### src/rtl/gate_tester_if.sv
// Stimulus/response bundle between gate_tester, its controller and the gate under test.
// The master modport is the tester side. The slave modport is the controller and gate side.
// Purely structural; it holds no state.
interface gate_tester_if;
  logic       start;
  logic       a;
  logic       b;
  logic       c;
  logic       busy;
  logic       done;
  logic       pass;
  logic [3:0] observed;
  logic [3:0] fail_mask;

  modport master (
    input  start, c,
    output a, b, busy, done, pass, observed, fail_mask
  );

  modport slave (
    output start, c,
    input  a, b, busy, done, pass, observed, fail_mask
  );
endinterface

### src/rtl/gate_tester.sv
// Applies all four {a,b} vectors to a 2-input gate and checks c against EXPECTED.
// Latency: 4*(SETTLE_CYCLES+1) busy cycles, then a 1-cycle done pulse. All outputs are registered.
// Backpressure: none. start is honoured only in IDLE and is never queued.
// Optional macro GATE_TESTER_STICKY_FAIL_EN: fail_mask ORs across runs and only rst clears it.
module gate_tester #(
  parameter int         SETTLE_CYCLES = 1,
  parameter logic [3:0] EXPECTED      = 4'b0001
) (
  input logic         clk,
  input logic         rst,
  gate_tester_if.master bus
);

  localparam logic [3:0] SETTLE = SETTLE_CYCLES[3:0];

  typedef enum logic [1:0] {IDLE, DRIVE, DONE} state_t;

  state_t     state, state_nxt;
  logic [1:0] idx, idx_nxt;
  logic [3:0] cnt, cnt_nxt;
  logic [3:0] observed_q, observed_nxt;
  logic [3:0] fail_q, fail_nxt;
  logic       pass_q, pass_nxt;
  logic       a_q, b_q, busy_q, done_q;

  // Next-state logic: settle counting, sampling of c, and the verdict on the final vector.
  always_comb begin
    state_nxt    = state;
    idx_nxt      = idx;
    cnt_nxt      = cnt;
    observed_nxt = observed_q;
    fail_nxt     = fail_q;
    pass_nxt     = pass_q;
    case (state)
      IDLE: begin
        if (bus.start) begin
          state_nxt    = DRIVE;
          idx_nxt      = 2'd0;
          cnt_nxt      = 4'd0;
          observed_nxt = 4'd0;
`ifndef GATE_TESTER_STICKY_FAIL_EN
          fail_nxt     = 4'd0;
`endif
        end
      end
      DRIVE: begin
        if (cnt < SETTLE) begin
          cnt_nxt = cnt + 4'd1;
        end else begin
          observed_nxt[idx] = bus.c;
`ifdef GATE_TESTER_STICKY_FAIL_EN
          fail_nxt[idx] = fail_q[idx] | (bus.c != EXPECTED[idx]);
`else
          fail_nxt[idx] = (bus.c != EXPECTED[idx]);
`endif
          cnt_nxt = 4'd0;
          if (idx == 2'd3) begin
            // The verdict is registered with the last sample, so it is already valid in the done cycle.
            state_nxt = DONE;
            pass_nxt  = (observed_nxt == EXPECTED);
          end else begin
            idx_nxt = idx + 2'd1;
          end
        end
      end
      DONE: state_nxt = IDLE;
      default: state_nxt = IDLE;
    endcase
  end

  // State and registered outputs. Outputs are decoded from the next state, so no path runs from c to an output.
  always_ff @(posedge clk) begin
    if (rst) begin
      state      <= IDLE;
      idx        <= 2'd0;
      cnt        <= 4'd0;
      observed_q <= 4'd0;
      fail_q     <= 4'd0;
      pass_q     <= 1'b0;
      a_q        <= 1'b0;
      b_q        <= 1'b0;
      busy_q     <= 1'b0;
      done_q     <= 1'b0;
    end else begin
      state      <= state_nxt;
      idx        <= idx_nxt;
      cnt        <= cnt_nxt;
      observed_q <= observed_nxt;
      fail_q     <= fail_nxt;
      pass_q     <= pass_nxt;
      a_q        <= (state_nxt == DRIVE) ? idx_nxt[1] : 1'b0;
      b_q        <= (state_nxt == DRIVE) ? idx_nxt[0] : 1'b0;
      busy_q     <= (state_nxt == DRIVE);
      done_q     <= (state_nxt == DONE);
    end
  end

  assign bus.a         = a_q;
  assign bus.b         = b_q;
  assign bus.busy      = busy_q;
  assign bus.done      = done_q;
  assign bus.pass      = pass_q;
  assign bus.observed  = observed_q;
  assign bus.fail_mask = fail_q;

endmodule

### src/flat_wrapper.sv
// flat-port wrapper written by rule: the top's interface ports become plain ports
module gate_tester_flat 
#(
  parameter int         SETTLE_CYCLES = 1,
  parameter logic [3:0] EXPECTED      = 4'b0001
)
  (clk, rst, bus_start, bus_c, bus_a, bus_b, bus_busy, bus_done, bus_pass, bus_observed, bus_fail_mask);
  gate_tester_if bus_i ();
  input logic clk;
  input logic rst;
  input wire logic [$bits(bus_i.start)-1:0] bus_start;
  input wire logic [$bits(bus_i.c)-1:0] bus_c;
  output wire logic [$bits(bus_i.a)-1:0] bus_a;
  output wire logic [$bits(bus_i.b)-1:0] bus_b;
  output wire logic [$bits(bus_i.busy)-1:0] bus_busy;
  output wire logic [$bits(bus_i.done)-1:0] bus_done;
  output wire logic [$bits(bus_i.pass)-1:0] bus_pass;
  output wire logic [$bits(bus_i.observed)-1:0] bus_observed;
  output wire logic [$bits(bus_i.fail_mask)-1:0] bus_fail_mask;
  assign bus_i.start = bus_start;
  assign bus_i.c = bus_c;
  assign bus_a = bus_i.a;
  assign bus_b = bus_i.b;
  assign bus_busy = bus_i.busy;
  assign bus_done = bus_i.done;
  assign bus_pass = bus_i.pass;
  assign bus_observed = bus_i.observed;
  assign bus_fail_mask = bus_i.fail_mask;
  gate_tester #(.SETTLE_CYCLES(SETTLE_CYCLES), .EXPECTED(EXPECTED)) u_core (.clk(clk), .rst(rst), .bus(bus_i));
endmodule
### config.mk
export PLATFORM = sky130hd
export DESIGN_NAME = gate_tester_flat
export DESIGN_NICKNAME = d
export VERILOG_FILES = /design/src/rtl/gate_tester_if.sv /design/src/rtl/gate_tester.sv /design/src/flat_wrapper.sv
export SDC_FILE = /design/constraint.sdc
export NUM_CORES = 1
export LEC_CHECK = 0
export CORE_MARGIN = 2
export CORE_UTILIZATION = 46
export CTS_BUF_LIST = sky130_fd_sc_hd__clkbuf_16
export DETAILED_ROUTE_END_ITERATION = 8
export PLACE_DENSITY = 0.76
export SETUP_SLACK_MARGIN = 0.15
export SLEW_MARGIN = 20
export SYNTH_ARGS = -nofsm -noshare
export SYNTH_HDL_FRONTEND = slang
export SYNTH_SLANG_ARGS = --single-unit
### constraint.sdc
create_clock -name clk -period 1.7 [get_ports clk]
set_input_delay 0.51 -clock clk [delete_from_list [all_inputs] [get_ports clk]]
set_output_delay 0.51 -clock clk [all_outputs]
set_load 0.005 [all_outputs]
* Yosys cells after proc, flatten, opt, wreduce, memory -nomap -nowiden
Cells that the tools add are included.
Word-level totals: bits in registers 21, bits in latches 0, bits in writable memories 0, memory bits (read-only) 0, bits of input ports 4, output and inout port bits 13, word-level logic and storage cells 53, memories kept 0
Cells by class: $add $sub $neg 2, $mul 0, divide/modulo/power cells 0, $lt $le $gt $ge 3, eq/ne operators 8, shift operators 0, multiplexer cells 21, bitwise logic cells 2, reductions and logical operators 7
Operators with widths (number):
- $pmux W4 S2 | 3
- $mux W4 | 4
- $mux W2 | 6
- $bwmux W4 | 2
- $pmux W2 S2 | 2
- $reduce_and A3 Y1 | 2
- $add A4 B1 Y4 const B | 1
- $eq A2 B1 Y1 const B | 2
- $eq A2 B2 Y1 const B | 2
- $eq A4 B1 Y1 const B | 1
- $lt A4 B1 Y1 const B | 1
- $ne A2 B2 Y1 const B | 2
- $lt A2 B3 Y1 const B | 1
- $add A2 B1 Y2 const B | 1
- $bmux W1 S2 | 1
- $demux W1 S2 | 1
- $ge A2 B1 Y1 const B | 1
- $logic_not A2 Y1 | 1
- $mux W1 | 2
- $not A1 Y1 | 2
- $reduce_and A2 Y1 | 1
- $reduce_bool A2 Y1 | 1
- $reduce_or A2 Y1 | 1
- $logic_and A1 B1 Y1 | 1
- $ne A1 B1 Y1 | 1

* Logic depth before layout (Yosys ltp)
Gate-level depths: netlist of run 1.
word-level depth 7, gate-level depth with buffers 6, gate-level depth less buffers 5

* Worst setup path after synthesis of run 1
No wires, ideal clock.
path type flip-flop to flip-flop, start register u_core.idx[0], end register u_core.fail_q[1], in the netlist u_core.bus.fail_mask[1], setup time 0.088 ns, arrival 1.773 ns, slack -0.162 ns, stages on the path, launching flop included 7, buffers on the path 1, clock period less this slack 1.862 ns, cells stage by stage dfxtp_1 buf_4 or2_2 inv_1 ha_1 or4b_4 o32ai_2
On the way: longest elaborated chain between the ends 7, elaborated cells on any way between the ends 11
Ends and longest elaborated chain:
- start, declared | line gate_tester.sv:19 | logic [1:0] idx, idx_nxt;
- start signal, assigned | line gate_tester.sv:86 | idx <= idx_nxt;
- $lt A2 B3 Y1 (not written as such) or $ge A2 B1 Y1 (tied branches) | line gate_tester.sv:54 | fail_nxt[idx] = (bus.c != EXPECTED[idx]);
- $logic_and A1 B1 Y1 (not written as such) | line gate_tester.sv:54
- $mux W1 (not written as such) | line gate_tester.sv:54
- $demux W1 S2
- $bwmux W4 * | line gate_tester.sv:54
- $mux W4 * | line gate_tester.sv:47 | if (cnt < SETTLE) begin
- $pmux W4 S2 * | line gate_tester.sv:34 | case (state)
- end signal, assigned | line gate_tester.sv:89 | fail_q <= fail_nxt;
- end, declared | line gate_tester.sv:22 | logic [3:0] fail_q, fail_nxt;
Every way passes the cells marked *; elsewhere a longest branch is shown, timed or not. The select of a mux whose other input is x is not followed. A chain may end at the register's enable or synchronous reset.

* Worst setup path in the final report of run 1
start register u_core.idx[0], end register u_core.fail_q[2], in the netlist u_core.bus.fail_mask[2]
Same word-level chain as after synthesis.

==> run summary, run 1 <==
status: finished, violations left
failing checks: negative setup slack
DRC viols: 0
Max Cap Violations: 0
post-synthesis register bit count: 21
CP Class: reg -> reg
Area contributors post-synth: dfxtp_1 39%, a221oi_2 5.6%, o32ai_2 4.5%, o32ai_1 4.1%, ha_1 3.5%
crit path DAT: 1880 ps
Core Rows: 17
final cycle utilization of the critical path: 101%
min Tclk post-route: 1710 ps
dpl cell area: 1320 µm²
cell count after synthesis: 101
share of layout cells above drive strength 1: 43.0%
antenna violations before repair: 0
Final Skew: 1.39 ps
maximum clock path buffer count: 2
Cell variety after synth: 41
Non-Filler Instances: 156
DIE AREA: 2740 µm²
final slew viol count: 0
via count: 932
Nets: 136
static leakage: 0.580 nW
first drt pass iteration count: 4
final wirelength: 2620 µm
crit-path max FO: 3
ys async rst share: 0%
RSZ-0062 raised after global routing: true
FMAX: 0.585 GHz
Inst Count DP: 150
gr usage total: 20.4%
# diodes: 0
Core Area: 2210 µm²
routed vias/inst: 5.97
Finished Cell Area: 1500 µm²
Reg clk slew, reported paths: 60 ps
DRT iter0 DRCs: 17
DP Worst Slack: -521 ps
area grow syn2layout: 39.2%
cell taking the most area after synthesis: dfxtp_1
Initial Util: 48.6%
WP data required: 1870 ps
Filler cells: 183
syn nets: 108
Hold Crit Class: reg -> reg
total gr overflow: 0
IO buf count: 16
Sink Count: 21
die span in y: 52.3 µm
largest net degree at the start of global routing: 15
I/O pins: 17
setup ws final: -10.7 ps
PD cells: 794 nW/µm²
ys flop type: dfxtp_1
DR WL/cell: 16.8 µm
peak supply drop: 0.000598 V
Post-Syn Area: 1070 µm²
Seq/Total Area, Yosys: 39.1%
RePlAce Congestion: 0.813
Post-synth EDFFs: 0
Synth top area share: 39.1%
Hold Fails Final Rpt: 0
CP endpoint kind: flip-flop
Worst Setup Start Kind: flip-flop
clock buffer count from CTS: 3
vias in the first global route: 848
DP Wirelength: 1770 µm
remaining antenna violation count after routing: 0
CTS tree: done
Least-Margin Pin Slew: 388 ps
Yosys warnings: 0
CTS root buf: clkbuf_16
worst skew pair latency: 250 ps
Die W: 52.3 µm
final setup violation count: 1
syn avg cell area: 10.6 µm²
Slew HR: 74.1%
first-pass GRT wire length: 4040 µm
H-tree levels: 1
==> what timing repair did <==
| action | 4_1_cts | 5_1_grt |
|---|---|---|
| setup buffers | 0 | 2 |
| endpoints found under the hold margin | 0 | 0 |
| pin swaps | 1 | 4 |
| gates resized for setup | 21 | 16 |
| endpoints found under the setup margin | 25 | 16 |
| hold buffers | 0 | 0 |
==> registers in the layout, indices dropped and copies added, names as in the netlist <==
signal / flops
u_core.cnt: 4
u_core.bus.busy: 1
u_core.state: 2
u_core.bus.done: 1
u_core.bus.a: 1
u_core.bus.pass: 1
u_core.bus.observed: 4
u_core.bus.b: 1
u_core.bus.fail_mask: 4
u_core.idx: 2
==> where the power goes <==
group	leakage (nW)	total (mW)	internal (mW)	switching (mW)
combinational	0.366	0.182	0.0877	0.0941
sequential	0.173	0.511	0.502	0.00910
clock	0.0409	0.496	0.316	0.180
total	0.580	1.19	0.905	0.284
==> cell usage after synthesis (2+ instances only) <==
master	instances
dfxtp_1	21
inv_1	10
nand2b_1	6
o32ai_1	5
a221oi_2	4
buf_4	3
ha_1	3
nor2_1	3
nor4_1	3
o32ai_2	3
a21oi_1	2
a311o_1	2
a32oi_1	2
buf_2	2
clkbuf_1	2
nand3_1	2
nor2b_1	2
nor4b_1	2
nor4bb_1	2
==> cell usage in the layout, fill, tap and decap left out, drive strengths merged, types with 2 or more instances in the layout <==
| master | count |
|---|---|
| inv | 10 |
| ha | 3 |
| nand2 | 2 |
| dlygate4sd2 | 14 |
| nor2b | 2 |
| clkdlybuf4s50 | 2 |
| buf | 15 |
| nor2 | 3 |
| dfxtp | 21 |
| nor3b | 2 |
| clkbuf | 3 |
| nor4 | 3 |
| a21oi | 2 |
| a221oi | 4 |
| a211oi | 2 |
| nor4bb | 2 |
| nand3 | 2 |
| nand2b | 7 |
| nor4b | 3 |
| o32ai | 8 |
| a32oi | 2 |
| a311o | 2 |
==> worst max-delay path, stage by stage (launching register included) <==
cell	delay (ps)
dfxtp_2	320
or2_4	260
inv_4	70
ha_4	180
or4b_4	550
o32ai_2	250
==> stage by stage <==
stage | setup TNS [ps] | power (mW) | hold WS [ps] | utilization (%)
2_1_floorplan | -232 | 0.620 | 449 | -
3_3_place_gp | -2810 | 0.668 | 461 | 59.6
3_5_place_dp | -3190 | 0.673 | 470 | 59.6
4_1_cts | 0 | 1.16 | 466 | 63.2
5_1_grt | -34.9 | 1.23 | 501 | 67.6
6_report | -10.7 | 1.19 | 474 | 67.6
==> cell families (layout without fill, tap and decap cells) <==
group / after synthesis / after routing / share of synthesized area, %
fa+ha+maj: 3 / 3 / 3.49
buf+inv: 18 / 45 / 8.27
flops: 21 / 21 / 39.1
simple gates: 34 / 34 / 23.5
compound gates: 25 / 25 / 25.6
==> metal layers <==
layer / vias up / GRT usage [%] / share of wire [%]
met5: - / 0 / 0
met4: 0 / 8.97 / 1.4
met3: 4 / 3.43 / 2.8
met2: 19 / 33.1 / 50
met1: 473 / 26.5 / 46
li1: 436 / - / -
==> path summary, 6_finish.rpt <==
path,from,endpoint,slack [ps],cells past startpoint
worst max-delay path,u_core.idx[0]$_SDFF_PP0_,u_core.bus.fail_mask[2]$_SDFFE_PP0P_,-10,5
worst min-delay path,u_core.cnt[0]$_SDFFE_PP0P_,u_core.cnt[0]$_SDFFE_PP0P_,470,2
worst max register to register,u_core.idx[0]$_SDFF_PP0_,u_core.bus.fail_mask[2]$_SDFFE_PP0P_,-10,5
worst min register to register,u_core.cnt[0]$_SDFFE_PP0P_,u_core.cnt[0]$_SDFFE_PP0P_,470,2
==> cell type report <==
class                   count  area [µm²]  area share (%)
multi-input cells          62         651            43.5
flip-flops and latches     21         428            28.6
repair buffers             31         263            17.6
clock buffers               3        75.1            5.02
inverters                  10        40.0            2.68
well taps                  28        35.0            2.34
clock inverters             1        5.00           0.334
Note: power is estimated with default switching activity, not from simulation.
==> inputs of run 2 (changes only) <==
--- a/config.mk
+++ b/config.mk
@@ -6,10 +6,10 @@
 export NUM_CORES = 1
 export LEC_CHECK = 0
 export CORE_MARGIN = 2
-export CORE_UTILIZATION = 46
+export CORE_UTILIZATION = 45
 export CTS_BUF_LIST = sky130_fd_sc_hd__clkbuf_16
 export DETAILED_ROUTE_END_ITERATION = 8
-export PLACE_DENSITY = 0.76
+export PLACE_DENSITY = 0.74
 export SETUP_SLACK_MARGIN = 0.15
 export SLEW_MARGIN = 20
 export SYNTH_ARGS = -nofsm -noshare
==> run 2 against run 1 <==
The run still ends with negative setup slack left. Via count increased by 5.0%. Clock skew grew 2.2 ps. Critical path depth is 1 higher. Flip-flop and latch count is the same. Die area increased by 2.1%. Critical path type unchanged. Critical endpoint is now u_core.bus.fail_mask[1]$_SDFFE_PP0P_. Largest cell class unchanged.
==> run summary, run 2 (synthesis results as in run 1) <==
final setup violation count: 2
Initial Util: 48.1%
overall power: 1.23 mW
Non-Filler Instances: 168
PD cells: 789 nW/µm²
area grow syn2layout: 44.6%
Slew HR: 69.4%
IO buf count: 16
Hold Fails Final Rpt: 0
setup ws final: -64.7 ps
Sink Count: 21
Filler cells: 171
CP endpoint kind: flip-flop
RSZ-0062 raised after global routing: true
maximum clock path buffer count: 2
vias in the first global route: 949
DIE AREA: 2800 µm²
Die W: 52.9 µm
DRT iter0 DRCs: 41
via count: 979
final cycle utilization of the critical path: 104%
share of layout cells above drive strength 1: 45.0%
routed vias/inst: 5.83
Core Area: 2230 µm²
status: finished, violations left
clock buffer count from CTS: 3
Reg clk slew, reported paths: 60 ps
DRC viols: 0
worst skew pair latency: 250 ps
dpl cell area: 1380 µm²
Core Rows: 17
I/O pins: 17
antenna violations before repair: 0
Worst Setup Start Kind: flip-flop
Nets: 148
remaining antenna violation count after routing: 0
register area: 427 µm²
peak supply drop: 0.000702 V
final wirelength: 2920 µm
CTS tree: done
largest net degree at the start of global routing: 13
most frequent cells in the layout: 24 x buf_4, 16 x dfxtp_1, 14 x dlygate4sd2_1
die span in y: 52.9 µm
Least-Margin Pin Slew: 452 ps
hold-fix buffers at CTS: 0
failing checks: negative setup slack
total gr overflow: 0
DR WL/cell: 17.4 µm
crit-path max FO: 5
most common cell after layout, fill and taps aside: buf_4
Inst Count DP: 158
first drt pass iteration count: 4
min Tclk post-route: 1760 ps
H-tree levels: 1
FMAX: 0.567 GHz
Max Cap Violations: 0
# diodes: 0
Final Skew: 3.61 ps
final slew viol count: 0
Finished Cell Area: 1550 µm²
WP data required: 1870 ps
CTS root buf: clkbuf_16
RePlAce Congestion: 0.848
final core utilization: 69.6%
worst hold slack: 498 ps
crit path DAT: 1930 ps
TNS Setup: -88.8 ps
DP Wirelength: 1840 µm
first-pass GRT wire length: 4460 µm
DP Worst Slack: -511 ps
static leakage: 0.629 nW
gr usage total: 22.1%
CP Class: reg -> reg
multi-input combinational cell area: 618 µm²
Hold Crit Class: reg -> reg
==> run 2: changes by cell type in the layout (fill, tap and decap cells not counted), sizes merged <==
cell / before / now
buf: 15 / 27
==> run 2: per-layer routing <==
metal  GRT usage (%)  wire, µm  part of all wire [%]
met4            9.40        24                  0.82
met1            28.8      1300                    44
met3            3.39       151                   5.2
met2            36.0      1450                    50
met5               0         0                     0
==> run 2: cell type report <==
class / instances / area share (%)
Clock buffer: 3 / 4.83
Clock inverter: 1 / 0.322
Inverter: 10 / 2.42
Multi-Input combinational cell: 62 / 39.8
Sequential cell: 21 / 27.5
Tap cell: 28 / 2.25
Timing Repair Buffer: 43 / 22.9
==> run 2: worst max-delay path, cell delays in order (launching register included) <==
cell     delay [ps]
dfxtp_2         340
inv_2            50
ha_4            150
nor3b_2         140
buf_4           150
or4b_4          570
o32ai_2         270
==> run 2: report_power, final <==
| part | internal (mW) | switching (mW) |
|---|---|---|
| Clock | 0.316 | 0.183 |
| Sequential | 0.501 | 0.00822 |
| Combinational | 0.115 | 0.103 |
| Total | 0.932 | 0.294 |
==> run 2: repair_timing <==
action | in CTS | in global routing
setup buffers | 4 | 2
setup endpoints to repair | 23 | 16
hold endpoints to repair | 0 | 0
pin swaps | 6 | 5
gates resized for setup | 24 | 7
==> run 2: path summary, 6_finish.rpt <==
path,slack (ps),startpoint,end,cells past startpoint
max,-60,u_core.cnt[0]$_SDFFE_PP0P_,u_core.bus.fail_mask[1]$_SDFFE_PP0P_,6
min,500,u_core.bus.fail_mask[3]$_SDFFE_PP0P_,u_core.bus.fail_mask[3]$_SDFFE_PP0P_,2
max reg2reg,-60,u_core.cnt[0]$_SDFFE_PP0P_,u_core.bus.fail_mask[1]$_SDFFE_PP0P_,6
min reg2reg,500,u_core.bus.fail_mask[3]$_SDFFE_PP0P_,u_core.bus.fail_mask[3]$_SDFFE_PP0P_,2
==> inputs of run 3 (changes only) <==
--- a/config.mk
+++ b/config.mk
@@ -8,8 +8,9 @@
 export CORE_MARGIN = 2
 export CORE_UTILIZATION = 45
 export CTS_BUF_LIST = sky130_fd_sc_hd__clkbuf_16
+export CTS_CLUSTER_SIZE = 8
 export DETAILED_ROUTE_END_ITERATION = 8
-export PLACE_DENSITY = 0.74
+export PLACE_DENSITY = 0.72
 export SETUP_SLACK_MARGIN = 0.15
 export SLEW_MARGIN = 20
 export SYNTH_ARGS = -nofsm -noshare
==> constraint.sdc (replaced) <==
create_clock -name clk -period 1.95 [get_ports clk]
set_input_delay 0.585 -clock clk [delete_from_list [all_inputs] [get_ports clk]]
set_output_delay 0.585 -clock clk [all_outputs]
set_load 0.005 [all_outputs]
==> run 3 against run 2 <==
The flow now finishes without violations. Critical path depth fell by 1. Fmax decreased by 1.1%. Final area shrank 6.6%. First-iteration DRC count decreased by 54%. Sequential share of layout area rose by 1.8 points. Final cell count is 6.0% lower. Die area did not move. Setup slack improved by 230 ps. Utilization shrank 4.6 points. Register-to-register slack gained 230 ps. Flip-flop and latch count did not move. Critical endpoint is now u_core.bus.fail_mask[3]$_SDFFE_PP0P_.
==> run summary, run 3 (synthesis results as in run 1) <==
via count: 951
first-pass GRT wire length: 3990 µm
WP data required: 2110 ps
clock buffer count from CTS: 3
I/O pins: 17
met1 Resource Use GR: 27.9%
overall power: 1.02 mW
worst hold start: u_core.bus.fail_mask[1]$_SDFFE_PP0P_
CP top delay family: simple AND/OR/NAND/NOR gates
DR WL/cell: 16.2 µm
Core Area: 2230 µm²
final core utilization: 65.0%
Top Usage Layer GRT: met2
GR Util met2: 32.1%
crit path DAT: 1950 ps
min Tclk post-route: 1780 ps
Sink Count: 21
dpl cell area: 1300 µm²
first drt pass iteration count: 4
final cycle utilization of the critical path: 91.5%
vias in the first global route: 847
Slew HR: 63.4%
critical path cell sequence: or2_4, inv_4, ha_4, or4b_4, o32ai_2
crit-path max FO: 3
static leakage: 0.508 nW
final setup violation count: 0
peak supply drop: 0.000485 V
largest net degree at the start of global routing: 16
Final Skew: 2.95 ps
Worst Setup Start Kind: flip-flop
CP max stage delay: 580 ps
CP endpoint kind: flip-flop
Finished Cell Area: 1450 µm²
antenna violations before repair: 0
final slew viol count: 0
Die W: 52.9 µm
DIE AREA: 2800 µm²
Hold Crit Class: reg -> reg
PD cells: 704 nW/µm²
Initial Util: 48.1%
grt met3 use: 2.54%
FMAX: 0.561 GHz
Filler cells: 186
CTS root buf: clkbuf_16
Max Cap Violations: 0
DP Wirelength: 1630 µm
Bufs and invs on worst path: 1
Reg2Reg Setup Slack: 170 ps
IO buf count: 16
worst hold slack: 493 ps
total gr overflow: 0
crit path launch: u_core.idx[1]$_SDFF_PP0_
area grow syn2layout: 35.0%
gr usage total: 20.0%
remaining antenna violation count after routing: 0
share of layout cells above drive strength 1: 35.4%
RSZ-0062 raised after global routing: true
routed vias/inst: 6.02
maximum clock path buffer count: 2
DRT iter0 DRCs: 19
H-tree levels: 1
Hold Fails Final Rpt: 0
Reg clk slew, reported paths: 60 ps
Core Rows: 17
CTS tree: done
reg-to-reg startpoint: u_core.idx[1]$_SDFF_PP0_
final wirelength: 2560 µm
RePlAce Congestion: 0.838
# diodes: 0
most common cell after layout, fill and taps aside: dfxtp_1
worst skew pair latency: 250 ps
CP max stage cell: or4b_4
status: finished clean
Nets: 138
die span in y: 52.9 µm
most frequent cells in the layout: 18 x dfxtp_1, 16 x buf_4, 15 x clkdlybuf4s50_1
Least-Margin Pin Slew: 548 ps
hold-fix buffers at CTS: 0
CP Class: reg -> reg
DRC viols: 0
==> run 3: cell types whose count changed in the layout (fill, tap and decap cells not counted), sizes merged <==
cell / before / now
clkdlybuf4s15: 0 / 1
clkdlybuf4s50: 2 / 15
buf: 27 / 17
dlygate4sd2: 14 / 0
==> run 3: routing by layer <==
metal	up-vias	routed length [µm]
met4	0	27
met2	41	1200
met5	-	0
li1	449	-
met1	457	1180
met3	4	156
==> run 3: path summary, 6_finish.rpt <==
path                                               end  cells past startpoint
hold reg to reg   u_core.bus.fail_mask[1]$_SDFFE_PP0P_                      2
setup / recovery  u_core.bus.fail_mask[3]$_SDFFE_PP0P_                      5
setup reg to reg  u_core.bus.fail_mask[3]$_SDFFE_PP0P_                      5
hold / removal    u_core.bus.fail_mask[1]$_SDFFE_PP0P_                      2
==> run 3: final cells by class <==
cell class	count	area (µm²)	area share, %
multi-input cells	62	581	40.0
flip-flops and latches	21	424	29.2
repair buffers	33	292	20.1
clock buffers	3	75.1	5.17
inverters	10	40.0	2.76
well taps	28	35.0	2.41
clock inverters	1	5.00	0.345
==> run 3: worst reg2reg max path, stage by stage (launching register included) <==
cell	delay, ps
dfxtp_2	310
or2_4	280
inv_4	80
ha_4	190
or4b_4	580
o32ai_2	270
==> run 3: stage by stage <==
| stage | worst slack [ps] | TNS, ps | std cells |
|---|---|---|---|
| finish | 166 | 0 | 158 |
| global route | 116 | 0 | 158 |
| CTS | 154 | 0 | 153 |
| detailed placement | -351 | -1220 | 148 |
| global placement | -298 | -920 | 148 |
| floorplan | 158 | 0 | 101 |
==> run 3: power by group <==
| group | switching (mW) | internal, mW |
|---|---|---|
| clock network | 0.149 | 0.275 |
| registers | 0.00943 | 0.437 |
| logic | 0.0737 | 0.0776 |
==> run 3: timing repair <==
item	in CTS	in global routing
setup endpoints to repair	3	2
buffers inserted	1	5
gates resized for setup	4	6
pin swaps	2	5
